`src/rtl/mem_loader_pkg.sv`:
```
// Shared definitions for the boot-time memory loader: FSM states, error codes, frame sync byte.
// No logic of its own.
// No flow control.
package mem_loader_pkg;

  typedef enum logic [3:0] {
    ST_IDLE,
    ST_LEN_HI,
    ST_LEN_LO,
    ST_D_HI,
    ST_D_LO,
    ST_CS_HI,
    ST_CS_LO,
    ST_VERIFY,
    ST_DONE,
    ST_ERROR
  } state_e;

  typedef enum logic [1:0] {
    ERR_NONE    = 2'd0,
    ERR_LEN     = 2'd1,
    ERR_CSUM    = 2'd2,
    ERR_TIMEOUT = 2'd3
  } err_e;

  localparam logic [7:0] SYNC_DEFAULT = 8'hA5;

  // Inter-byte timeout only runs while a frame is being received.
  function automatic logic in_frame(state_e s);
    return (s inside {ST_LEN_HI, ST_LEN_LO, ST_D_HI, ST_D_LO, ST_CS_HI, ST_CS_LO});
  endfunction

endpackage

```
`src/rtl/mem_loader_if.sv`:
```
// Byte stream from the serial receiver plus the memory-mapped bus driven during boot.
// No logic; wiring bundle only.
// rx stream has no backpressure; memory bus is fixed-latency read, strobed write.
interface mem_loader_if;
  logic [7:0]  rx_data;
  logic        rx_valid;
  logic [15:0] mem_out;
  logic [15:0] mem_address;
  logic        mem_load;
  logic [15:0] mem_in;

  modport master (
    input  rx_data, rx_valid, mem_out,
    output mem_address, mem_load, mem_in
  );

  modport slave (
    output rx_data, rx_valid, mem_out,
    input  mem_address, mem_load, mem_in
  );
endinterface

```
`src/rtl/mem_loader.sv`:
```
// Loads a framed program image from the rx byte stream into RAM, reads it back to verify the checksum, then releases the CPU.
// Write strobe one cycle after each D_LO byte; verify costs READ_LAT+1 cycles per word.
// No backpressure on rx: bytes arriving during VERIFY are dropped, idle gaps inside a frame are bounded by TIMEOUT.
module mem_loader
  import mem_loader_pkg::*;
#(
  parameter int         RAM_WORDS = 8192,
  parameter int         READ_LAT  = 1,
  parameter int         TIMEOUT   = 1000000,
  parameter logic [7:0] SYNC      = SYNC_DEFAULT
) (
  input  logic         clk,
  input  logic         rst_n,
  mem_loader_if.master bus,
  output logic         cpu_hold,
  output logic         done,
  output logic [1:0]   error
);

  localparam int          TW       = $clog2(TIMEOUT + 1);
  localparam logic [TW-1:0] TMO_LAST = TW'(TIMEOUT - 1);
  localparam logic [1:0]  LAT      = 2'(READ_LAT);
  localparam logic [15:0] MAX_N    = 16'(RAM_WORDS);

  state_e        state_q, state_d;
  logic [7:0]    hi_q, hi_d;
  logic [15:0]   n_q, n_d, k_q, k_d, cs_q, cs_d, rsum_q, rsum_d;
  logic [1:0]    lat_q, lat_d;
  logic [TW-1:0] tmo_q, tmo_d;
  logic [15:0]   mem_address_q, mem_address_d, mem_in_q, mem_in_d;
  logic          mem_load_q, mem_load_d;
  logic          cpu_hold_q, cpu_hold_d, done_q, done_d;
  err_e          error_q, error_d;

  logic [15:0]   word, k_inc, rsum_nx;
  logic          go_end, end_ok;
  err_e          end_err;

  // Next-state, byte assembly, write/verify addressing and timeout.
  always_comb begin
    state_d       = state_q;
    hi_d          = hi_q;
    n_d           = n_q;
    k_d           = k_q;
    cs_d          = cs_q;
    rsum_d        = rsum_q;
    lat_d         = lat_q;
    tmo_d         = '0;
    mem_address_d = mem_address_q;
    mem_in_d      = mem_in_q;
    mem_load_d    = 1'b0;
    cpu_hold_d    = cpu_hold_q;
    done_d        = done_q;
    error_d       = error_q;
    go_end        = 1'b0;
    end_ok        = 1'b0;
    end_err       = ERR_NONE;
    word          = {hi_q, bus.rx_data};
    k_inc         = k_q + 16'd1;
    rsum_nx       = rsum_q + bus.mem_out;

    case (state_q)
      ST_IDLE, ST_DONE, ST_ERROR: begin
        if (bus.rx_valid && bus.rx_data == SYNC) begin
          state_d    = ST_LEN_HI;
          done_d     = 1'b0;
          error_d    = ERR_NONE;
          cpu_hold_d = 1'b1;
          k_d        = '0;
        end
      end
      ST_LEN_HI: if (bus.rx_valid) begin
        hi_d    = bus.rx_data;
        state_d = ST_LEN_LO;
      end
      ST_LEN_LO: if (bus.rx_valid) begin
        n_d = word;
        if (word > MAX_N) begin
          go_end  = 1'b1;
          end_err = ERR_LEN;
        end else if (word == 16'd0) begin
          state_d = ST_CS_HI;
        end else begin
          state_d = ST_D_HI;
        end
      end
      ST_D_HI: if (bus.rx_valid) begin
        hi_d    = bus.rx_data;
        state_d = ST_D_LO;
      end
      ST_D_LO: if (bus.rx_valid) begin
        mem_address_d = k_q;
        mem_in_d      = word;
        mem_load_d    = 1'b1;
        k_d           = k_inc;
        state_d       = (k_inc == n_q) ? ST_CS_HI : ST_D_HI;
      end
      ST_CS_HI: if (bus.rx_valid) begin
        hi_d    = bus.rx_data;
        state_d = ST_CS_LO;
      end
      ST_CS_LO: if (bus.rx_valid) begin
        cs_d   = word;
        k_d    = '0;
        rsum_d = '0;
        lat_d  = '0;
        if (n_q == 16'd0) begin
          // Empty image: the read-back sum is trivially zero.
          go_end  = 1'b1;
          end_ok  = (word == 16'd0);
          end_err = ERR_CSUM;
        end else begin
          state_d       = ST_VERIFY;
          mem_address_d = '0;
        end
      end
      ST_VERIFY: begin
        if (lat_q == LAT) begin
          rsum_d = rsum_nx;
          k_d    = k_inc;
          lat_d  = '0;
          if (k_inc == n_q) begin
            go_end  = 1'b1;
            end_ok  = (rsum_nx == cs_q);
            end_err = ERR_CSUM;
          end else begin
            mem_address_d = k_inc;
          end
        end else begin
          lat_d = lat_q + 2'd1;
        end
      end
      default: state_d = ST_IDLE;
    endcase

    // Idle gap counter; any received byte restarts it.
    if (in_frame(state_q) && !bus.rx_valid) begin
      if (tmo_q == TMO_LAST) begin
        go_end  = 1'b1;
        end_ok  = 1'b0;
        end_err = ERR_TIMEOUT;
      end else begin
        tmo_d = tmo_q + 1'b1;
      end
    end

    if (go_end) begin
      mem_address_d = '0;
      if (end_ok) begin
        state_d    = ST_DONE;
        done_d     = 1'b1;
        cpu_hold_d = 1'b0;
      end else begin
        state_d    = ST_ERROR;
        error_d    = end_err;
        done_d     = 1'b0;
        cpu_hold_d = 1'b1;
      end
    end
  end

  // State and registered bus outputs.
  always_ff @(posedge clk or negedge rst_n) begin
    if (!rst_n) begin
      state_q       <= ST_IDLE;
      hi_q          <= '0;
      n_q           <= '0;
      k_q           <= '0;
      cs_q          <= '0;
      rsum_q        <= '0;
      lat_q         <= '0;
      tmo_q         <= '0;
      mem_address_q <= '0;
      mem_in_q      <= '0;
      mem_load_q    <= 1'b0;
      cpu_hold_q    <= 1'b1;
      done_q        <= 1'b0;
      error_q       <= ERR_NONE;
    end else begin
      state_q       <= state_d;
      hi_q          <= hi_d;
      n_q           <= n_d;
      k_q           <= k_d;
      cs_q          <= cs_d;
      rsum_q        <= rsum_d;
      lat_q         <= lat_d;
      tmo_q         <= tmo_d;
      mem_address_q <= mem_address_d;
      mem_in_q      <= mem_in_d;
      mem_load_q    <= mem_load_d;
      cpu_hold_q    <= cpu_hold_d;
      done_q        <= done_d;
      error_q       <= error_d;
    end
  end

  assign bus.mem_address = mem_address_q;
  assign bus.mem_in      = mem_in_q;
  assign bus.mem_load    = mem_load_q;
  assign cpu_hold        = cpu_hold_q;
  assign done            = done_q;
  assign error           = error_q;

endmodule
```
`src/flat_wrapper.sv`:
```
// flat-port wrapper written by rule: the top's interface ports become plain ports
module mem_loader_flat import mem_loader_pkg::*;
#(
  parameter int         RAM_WORDS = 8192,
  parameter int         READ_LAT  = 1,
  parameter int         TIMEOUT   = 1000000,
  parameter logic [7:0] SYNC      = SYNC_DEFAULT
)
  (clk, rst_n, cpu_hold, done, error, bus_rx_data, bus_rx_valid, bus_mem_out, bus_mem_address, bus_mem_load, bus_mem_in);
  mem_loader_if bus_i ();
  input  logic clk;
  input  logic rst_n;
  output logic cpu_hold;
  output logic done;
  output logic [1:0] error;
  input wire logic [$bits(bus_i.rx_data)-1:0] bus_rx_data;
  input wire logic [$bits(bus_i.rx_valid)-1:0] bus_rx_valid;
  input wire logic [$bits(bus_i.mem_out)-1:0] bus_mem_out;
  output wire logic [$bits(bus_i.mem_address)-1:0] bus_mem_address;
  output wire logic [$bits(bus_i.mem_load)-1:0] bus_mem_load;
  output wire logic [$bits(bus_i.mem_in)-1:0] bus_mem_in;
  assign bus_i.rx_data = bus_rx_data;
  assign bus_i.rx_valid = bus_rx_valid;
  assign bus_i.mem_out = bus_mem_out;
  assign bus_mem_address = bus_i.mem_address;
  assign bus_mem_load = bus_i.mem_load;
  assign bus_mem_in = bus_i.mem_in;
  mem_loader #(.RAM_WORDS(RAM_WORDS), .READ_LAT(READ_LAT), .TIMEOUT(TIMEOUT), .SYNC(SYNC)) u_core (.clk(clk), .rst_n(rst_n), .bus(bus_i), .cpu_hold(cpu_hold), .done(done), .error(error));
endmodule
```
`config.mk`:
```
export PLATFORM = sky130hd
export DESIGN_NAME = mem_loader_flat
export DESIGN_NICKNAME = d
export VERILOG_FILES = /design/src/rtl/mem_loader_pkg.sv /design/src/rtl/mem_loader_if.sv /design/src/rtl/mem_loader.sv /design/src/flat_wrapper.sv
export SDC_FILE = /design/constraint.sdc
export NUM_CORES = 1
export LEC_CHECK = 0
export CORE_MARGIN = 4
export CORE_UTILIZATION = 43
export CTS_CLUSTER_SIZE = 12
export DETAILED_ROUTE_END_ITERATION = 8
export PLACE_DENSITY_LB_ADDON = 0.05
export SYNTH_ARGS = -nofsm -noshare
export SYNTH_HDL_FRONTEND = slang
export SYNTH_SLANG_ARGS = --single-unit
```
`constraint.sdc`:
```
create_clock -name clk -period 3.4 [get_ports clk]
set_input_delay 0.68 -clock clk [delete_from_list [all_inputs] [get_ports clk]]
set_output_delay 0.68 -clock clk [all_outputs]
set_load 0.02 [all_outputs]
```
==> results of run 1 <==
## flip-flops by register name (all words and copies together), names as in the netlist
register / cells
u_core.tmo_q: 20
u_core.bus.mem_address: 16
u_core.bus.mem_in: 16
u_core.cs_q: 16
u_core.k_q: 16
u_core.n_q: 16
u_core.rsum_q: 16
u_core.hi_q: 8
u_core.state_q: 4
u_core.error: 2
u_core.lat_q: 2
u_core.bus.mem_load: 1
u_core.cpu_hold: 1
u_core.done: 1
## cells in the final DEF, fill, tap and decap left out, types with 7 or more instances in the layout
cell type,instances
xor2_1,25
dfrtp_1,134
and3_1,14
and4_1,9
a211oi_1,13
and2_1,7
ha_1,15
nand4_1,15
nor4_1,15
xnor2_1,40
clkdlybuf4s50_1,60
a21oi_1,28
o31ai_1,11
o21ai_0,53
nand3_1,27
inv_1,12
buf_4,81
mux2_2,40
nand2_1,107
nor2_1,85
clkbuf_16,17
nor3_1,21
## timing repair
action                                  CTS  global route
buffers inserted                          0             1
endpoints found under the setup margin    4             5
pin swaps                                 1            18
gates resized for setup                   3            23
## metrics by stage
step | std cells | setup slack, ns
6_report | 1199 | 0.0841
3_5_place_dp | 1166 | -0.579
5_1_grt | 1199 | -0.0716
3_3_place_gp | 1166 | -0.521
2_1_floorplan | 842 | 0.263
4_1_cts | 1198 | 0.0239
## synthesized netlist by cell type (7+ instances only)
master / count / share of area [%]
dfrtp_1: 134 / 43
o21ai_0: 54 / 3.4
ha_1: 17 / 2.7
buf_2: 7 / 0.45
and4_1: 9 / 1.0
a211oi_1: 13 / 1.2
nor2_1: 85 / 4.1
mux2_2: 40 / 5.7
clkbuf_1: 40 / 1.9
nand3_1: 28 / 1.8
nand2_1: 107 / 5.1
nand4_1: 15 / 1.2
xor2_1: 26 / 2.9
xnor2_1: 41 / 4.6
nor3_1: 22 / 1.4
a21oi_1: 28 / 1.8
o31ai_1: 11 / 1.1
inv_1: 13 / 0.62
and3_1: 14 / 1.1
and2_1: 7 / 0.56
nor4_1: 16 / 1.3
## worst paths after layout
path | to | cells past startpoint | from
worst max-delay path | u_core.error[0]$_DFF_PN0_ | 14 | bus_mem_out[2]
worst min-delay path | u_core.rsum_q[6]$_DFFE_PN0P_ | 1 | rst_n
worst max register to register | u_core.error[0]$_DFF_PN0_ | 9 | u_core.k_q[0]$_DFFE_PN0P_
worst min register to register | u_core.bus.mem_in[10]$_DFFE_PN0P_ | 2 | u_core.bus.mem_in[10]$_DFFE_PN0P_
max in group asynchronous | u_core.cpu_hold$_DFFE_PN1P_ | 2 | rst_n
min in group clk | u_core.bus.mem_in[10]$_DFFE_PN0P_ | 2 | u_core.bus.mem_in[10]$_DFFE_PN0P_
## worst max-delay path: cells and delay by family
family | cells | cell delay [ns]
AOI/OAI and AO/OA | 5 | 0.90
and+or+nand+nor | 4 | 0.89
adders and majority gates | 1 | 0.28
buffers and inverters | 4 | 0.87
## final cells by class
class | count | area [um^2] | share of cell area, %
multi-input cells | 640 | 4300 | 43.2
flip-flops and latches | 135 | 3380 | 33.9
repair buffers | 149 | 1320 | 13.2
clock buffers | 17 | 425 | 4.27
well taps | 229 | 287 | 2.88
clock inverters | 15 | 196 | 1.97
inverters | 14 | 52.6 | 0.528
## power breakdown
part | leakage (nW) | internal [mW] | switching [mW]
clock network | 0.308 | 1.13 | 0.835
logic | 2.30 | 2.04 | 2.05
registers | 1.74 | 2.19 | 0.604
## per-layer routing
layer,vias to the layer above,share of wire [%]
li1,3257,-
met1,3323,48
met2,147,46
met3,24,4.2
met4,0,1.5
met5,-,0
## kinds of logic after synthesis
kind of cell / after synthesis / share of synthesized area (%)
AO/OA/AOI/OAI: 160 / 13.5
AND/OR/NAND/NOR: 347 / 22.0
adder cells (fa/ha/maj): 18 / 2.97
buffers and inverters: 67 / 3.48
multiplexers: 44 / 6.25
XOR/XNOR: 71 / 8.63
flip-flops: 135 / 43.1
==> results.md, run 1 <==
- Diodes inserted: 0
- Post-synthesis net count: around 890
- # DRC: 0
- Vias: about 6800
- Initial antenna violation count: 0
- Crit-path max cell delay: 0.57 ns
- Worst-margin pin slew: slightly above 0.8 ns
- Max-Cap Viols: 0
- Met3 usage: 3.65%
- Wirelength per Cell: roughly 18 um
- Initial core utilization: between 40% and 50%
- Worst path arrival time: around 3.6 ns
- Setup Viol. Count Final: 0
- Status: finished, final reports clean
- Worst-path clk slew: 0.07 ns
- Antenna-violating nets left: 0
- Site Rows: 49
- DPL Wire Length: between 15000 and 20000 um
- Worst setup path category: input pin to flip-flop
- Final Max Tran Viols: 0
- Seq/Total Area, Yosys: 43.1%
- Fin. Hold Viols: 0
- IO buf count: 63
- Post-synth EDFFs: 0
- GRT met2 Usage: between 30 and 40%
- All-layer global routing usage: between 20% and 30%
- Final instance area: roughly 10000 um^2
- HP Class: input pin to asynchronous set/reset pin
- Global route overflow: 0
- CP Max Fanout: 4
- Highest ir drop seen on vdd: between 0.5 and 0.6 mV
- Die area: 20500 um^2
- CTS H-tree depth: 4
- Nets: approximately 1000
- Asr flop ratio synth: 100%
- Req. time, crit path: 3.71 ns
- CTS Buf Count: 17
- Post-Syn Area: 7840 um^2
- Vias per inst: roughly 5.6
- Clk sinks: between 100 and 150
- Die height: 143 um
- TritonCTS clock tree: built
- Pleak: 4.35 nW
- Period utilisation layout: a little over nine tenths
- Vias in the first global route: 6853
- Flop2flop setup slack: roughly 0.21 ns
- GPL Wtd Cong: around 0.95
- Most frequent CP cell: buf_4
- Clock tree buffer depth: 2
- Clk_skew: ~0.011 ns
- Slew HR: between 40% and 50%
- Synth Instances: approximately 840
- Largest net degree at the start of global routing: 75
- GR peak layer: met2
- Final wirelength: about 22000 um
- I/O pin count: 64
- Hold_ws: ~0.25 ns
- Ys Warns: 0
- Layout area overhead: 27.0%
- Fmax: a little over 300 MHz
- Crit path launch type: input pin
- Flops & latches, synth: between 100 and 150
- Synth cell types: 70
- Worst path cell trace: clkdlybuf4s50_1 > ha_2 > o211a_1 > a221oi_2 > buf_4 > buf_4 > o22ai_1 > or4_1 > nand3_2 > a2111oi_4 > nand4_1 > buf_6 > nand3_4 > a311o_1
- DRT Pass-1 Iters: 5
- Worst path slowest cell: or4_1
- Worst skew pair latency: ~0.43 ns
- DR iter-0 viols: ~480
- Placed Area: 9210 um^2
- Avg Inst Size Synth: just over 9 um^2
- Die width: between 100 and 150 um
- Final Power: between 8 and 9 mW
- Hold-fix buffers, CTS: 0
- Cell area power density: 888 nW/um^2
- Final min period: approximately 3.3 ns
- Top_reg_cell synth: dfrtp_1
- Fin Setup TNS: 0 ns
- Core ar.: approximately 18000 um^2
- Fraction of layout cells with a size suffix above 1: between 10% and 20%
- Root buf cell: clkbuf_16
- Post-layout util: 55.4%
- Grt met1 use: a little under a third
- Fill count: roughly 1600
- First-pass GRT wire length: 35100 um
- CP endpoint kind: flip-flop
Note: power is estimated with default switching activity, not from simulation.
==> run 2: changes to the inputs <==
CORE_MARGIN = default   (was 4)
GPL_TIMING_DRIVEN = 0   (was default)
==> run 2 against run 1 <==
  * Count of clock-buffer cells in the layout is the same
  * Core utilization down 1.2 points
  * Design area decreased by 2.5%
  * Flip-flop and latch count stayed put
  * Cell count down 2.2%
  * Clock power is 7% lower
  * Critical path depth decreased by 2
  * Routed wire length decreased by 0.12%
  * Maximum frequency fell by 0.62%
  * Register-to-register slack got worse by 0.08 ns
  * Non-clock buffer count is 26 lower
  * Via count down 1.1%
  * Critical endpoint unchanged
==> results.md, run 2 (synthesized netlist as in run 1, its figures left out) <==
- Crit path launch type: input pin
- Post-layout util: 54.2% (-1.2 points)
- Largest net degree at the start of global routing: 83 (+11%)
- Final Power: 8.56 mW (-3.2%)
- GPL Wtd Cong: 0.885 (-6.9%)
- Status: finished, final reports clean
- Die area: 18800 um^2 (-8.2%)
- All-layer global routing usage: 24.1% (+2.6 points)
- Root buf cell: clkbuf_16
- Worst path arrival time: 3.70 ns (+0.07 ns)
- Fill count: 1670 (+3.5%)
- Die height: 137 um (-4.2%)
- Initial core utilization: 43.8% (+0.15 points)
- Clk sinks: 135 (unchanged)
- Core ar.: 17900 um^2 (-0.34%)
- Max-Cap Viols: 0 (unchanged)
- Worst-path clk slew: 0.07 ns (about the same)
- CP endpoint kind: flip-flop
- Most common library cell in the layout ignoring fill and taps: dfrtp_1
- Nets: 976 (-2.6%)
- Most frequent cells in the layout: 133 x dfrtp_1, 107 x nand2_1, 82 x nor2_1
- Initial antenna violation count: 0 (unchanged)
- Wirelength per Cell: 18.3 um (+2.1%)
- Layout area overhead: 23.8%
- Worst-margin pin slew: 0.784 ns (-0.0319 ns)
- Die width: 137 um (-4.2%)
- Site Rows: 49 (unchanged)
- Period utilisation layout: 98.1% (+0.61 points)
- Top reg by flops: u_core.tmo_q
- Global route overflow: 0 (unchanged)
- Fmax: 300 MHz (-0.62%)
- CTS H-tree depth: 4 (unchanged)
- HP Class: input pin to asynchronous set/reset pin
- Final Max Tran Viols: 0 (unchanged)
- Max reg flops: 20 (unchanged)
- Fin. Hold Viols: 0 (unchanged)
- IO buf count: 62 (-1.6%)
- Vias: 6680 (-1.1%)
- Req. time, crit path: 3.76 ns (+0.05 ns)
- DR iter-0 viols: 446 (-6.9%)
- Final wirelength: 21500 um (-0.12%)
- TritonCTS clock tree: built
- Setup Viol. Count Final: 0 (unchanged)
- Vias per inst: 5.69 (+1.1%)
- CP Max Fanout: 4 (unchanged)
- Clk_skew: 0.0131 ns (+0.00181 ns)
- Vias in the first global route: 6591 (-3.8%)
- Highest ir drop seen on vdd: 0.463 mV (-13%)
- # DRC: 0 (unchanged)
- Diodes inserted: 0 (unchanged)
- Worst setup path category: input pin to flip-flop
- Final min period: 3.34 ns (+0.0206 ns)
- CTS Buf Count: 17 (unchanged)
- Worst skew pair latency: 0.42 ns (about the same)
- Antenna-violating nets left: 0 (unchanged)
- FF-to-FF path depth: 11 (+2)
- R2r startpoint: u_core.k_q[0]$_DFFE_PN0P_
- Pleak: 4.11 nW (-5.6%)
- Fraction of layout cells with a size suffix above 1: 15.3% (-4.2 points)
- First-pass GRT wire length: 34500 um (-1.5%)
- Hold-fix buffers, CTS: 0 (unchanged)
- DRT Pass-1 Iters: 5 (unchanged)
- RR Endpoint: u_core.state_q[2]$_DFFE_PN0P_
- Slew HR: 47.7% (+2.1 points)
- Flop2flop setup slack: 0.13 ns (-0.08 ns)
- DPL Wire Length: 15400 um (-0.13%)
- Clock tree buffer depth: 2 (unchanged)
- Cell area power density: 882 nW/um^2 (-0.66%)
- I/O pin count: 64 (unchanged)
==> run 2: per-layer routing <==
metal  up-vias  wire [um]  part of all wire, %  GRT usage [%]
met1      3258      10600                   49           34.8
met4         0        297                  1.4           6.96
met2       189       9740                   45           37.2
li1       3203          -                    -              -
met5         -          0                    0              0
met3        30        840                  3.9           3.81
==> run 2: final cells by class <==
class / count / area (um^2) / area share (%)
inverters: 14 / 52.6 / 0.541
plain buffers: 50 / 221 / 2.28
well taps: 229 / 287 / 2.95
clock inverters: 15 / 153 / 1.57
multi-input cells: 640 / 4460 / 45.9
clock buffers: 17 / 425 / 4.38
flip-flops and latches: 135 / 3380 / 34.8
repair buffers: 73 / 733 / 7.55
==> run 2: worst max-delay path by stage <==
stage	endpoint	start
6_report	u_core.error[0]$_DFF_PN0_	bus_mem_out[2]
5_1_grt	u_core.error[0]$_DFF_PN0_	bus_mem_out[5]
4_1_cts	u_core.error[0]$_DFF_PN0_	bus_mem_out[0]
3_5_place_dp	u_core.state_q[0]$_DFFE_PN0P_	bus_mem_out[1]
3_3_place_gp	u_core.tmo_q[11]$_DFF_PN0_	rst_n
2_1_floorplan	u_core.error[0]$_DFF_PN0_	bus_mem_out[4]
==> run 2: power breakdown <==
part	total [mW]	switching [mW]	internal, mW	leakage [nW]
combinational	4.01	2.17	1.84	2.09
sequential	2.73	0.548	2.19	1.74
clock	1.82	0.840	0.983	0.284
==> run 2: repair_timing <==
| item | CTS | global route |
|---|---|---|
| pin swaps | 6 | 21 |
| resized for setup | 18 | 46 |
| buffers inserted | 5 | 5 |
| setup endpoints to repair | 24 | 23 |
| cloned | 0 | 0 |
==> run 2: through the flow <==
| stage | setup WS [ns] | instances | setup TNS (ns) | instance area, um^2 | hold WS (ns) |
|---|---|---|---|---|---|
| finish | 0.0635 | 1173 | 0 | 9710 | 0.309 |
| global route | -0.0285 | 1173 | -0.0386 | 9710 | 0.384 |
| detailed placement | -0.968 | 1134 | -14.06 | 8780 | 0.466 |
| CTS | 0.00218 | 1171 | 0 | 9470 | 0.339 |
| global placement | -3.89 | 1133 | -534.26 | 8750 | 0.464 |
| floorplan | 0.263 | 842 | 0 | 7840 | 0.384 |
==> run 2: critical path, stage by stage <==
cell             delay, ns
clkdlybuf4s50_1       0.51
ha_4                  0.23
o211a_1               0.27
a221oi_4              0.37
buf_4                 0.18
xnor3_1               0.23
or4_4                 0.44
nor4_4                0.25
nand4_1               0.14
buf_6                 0.16
nand3_4               0.08
a311o_1               0.15
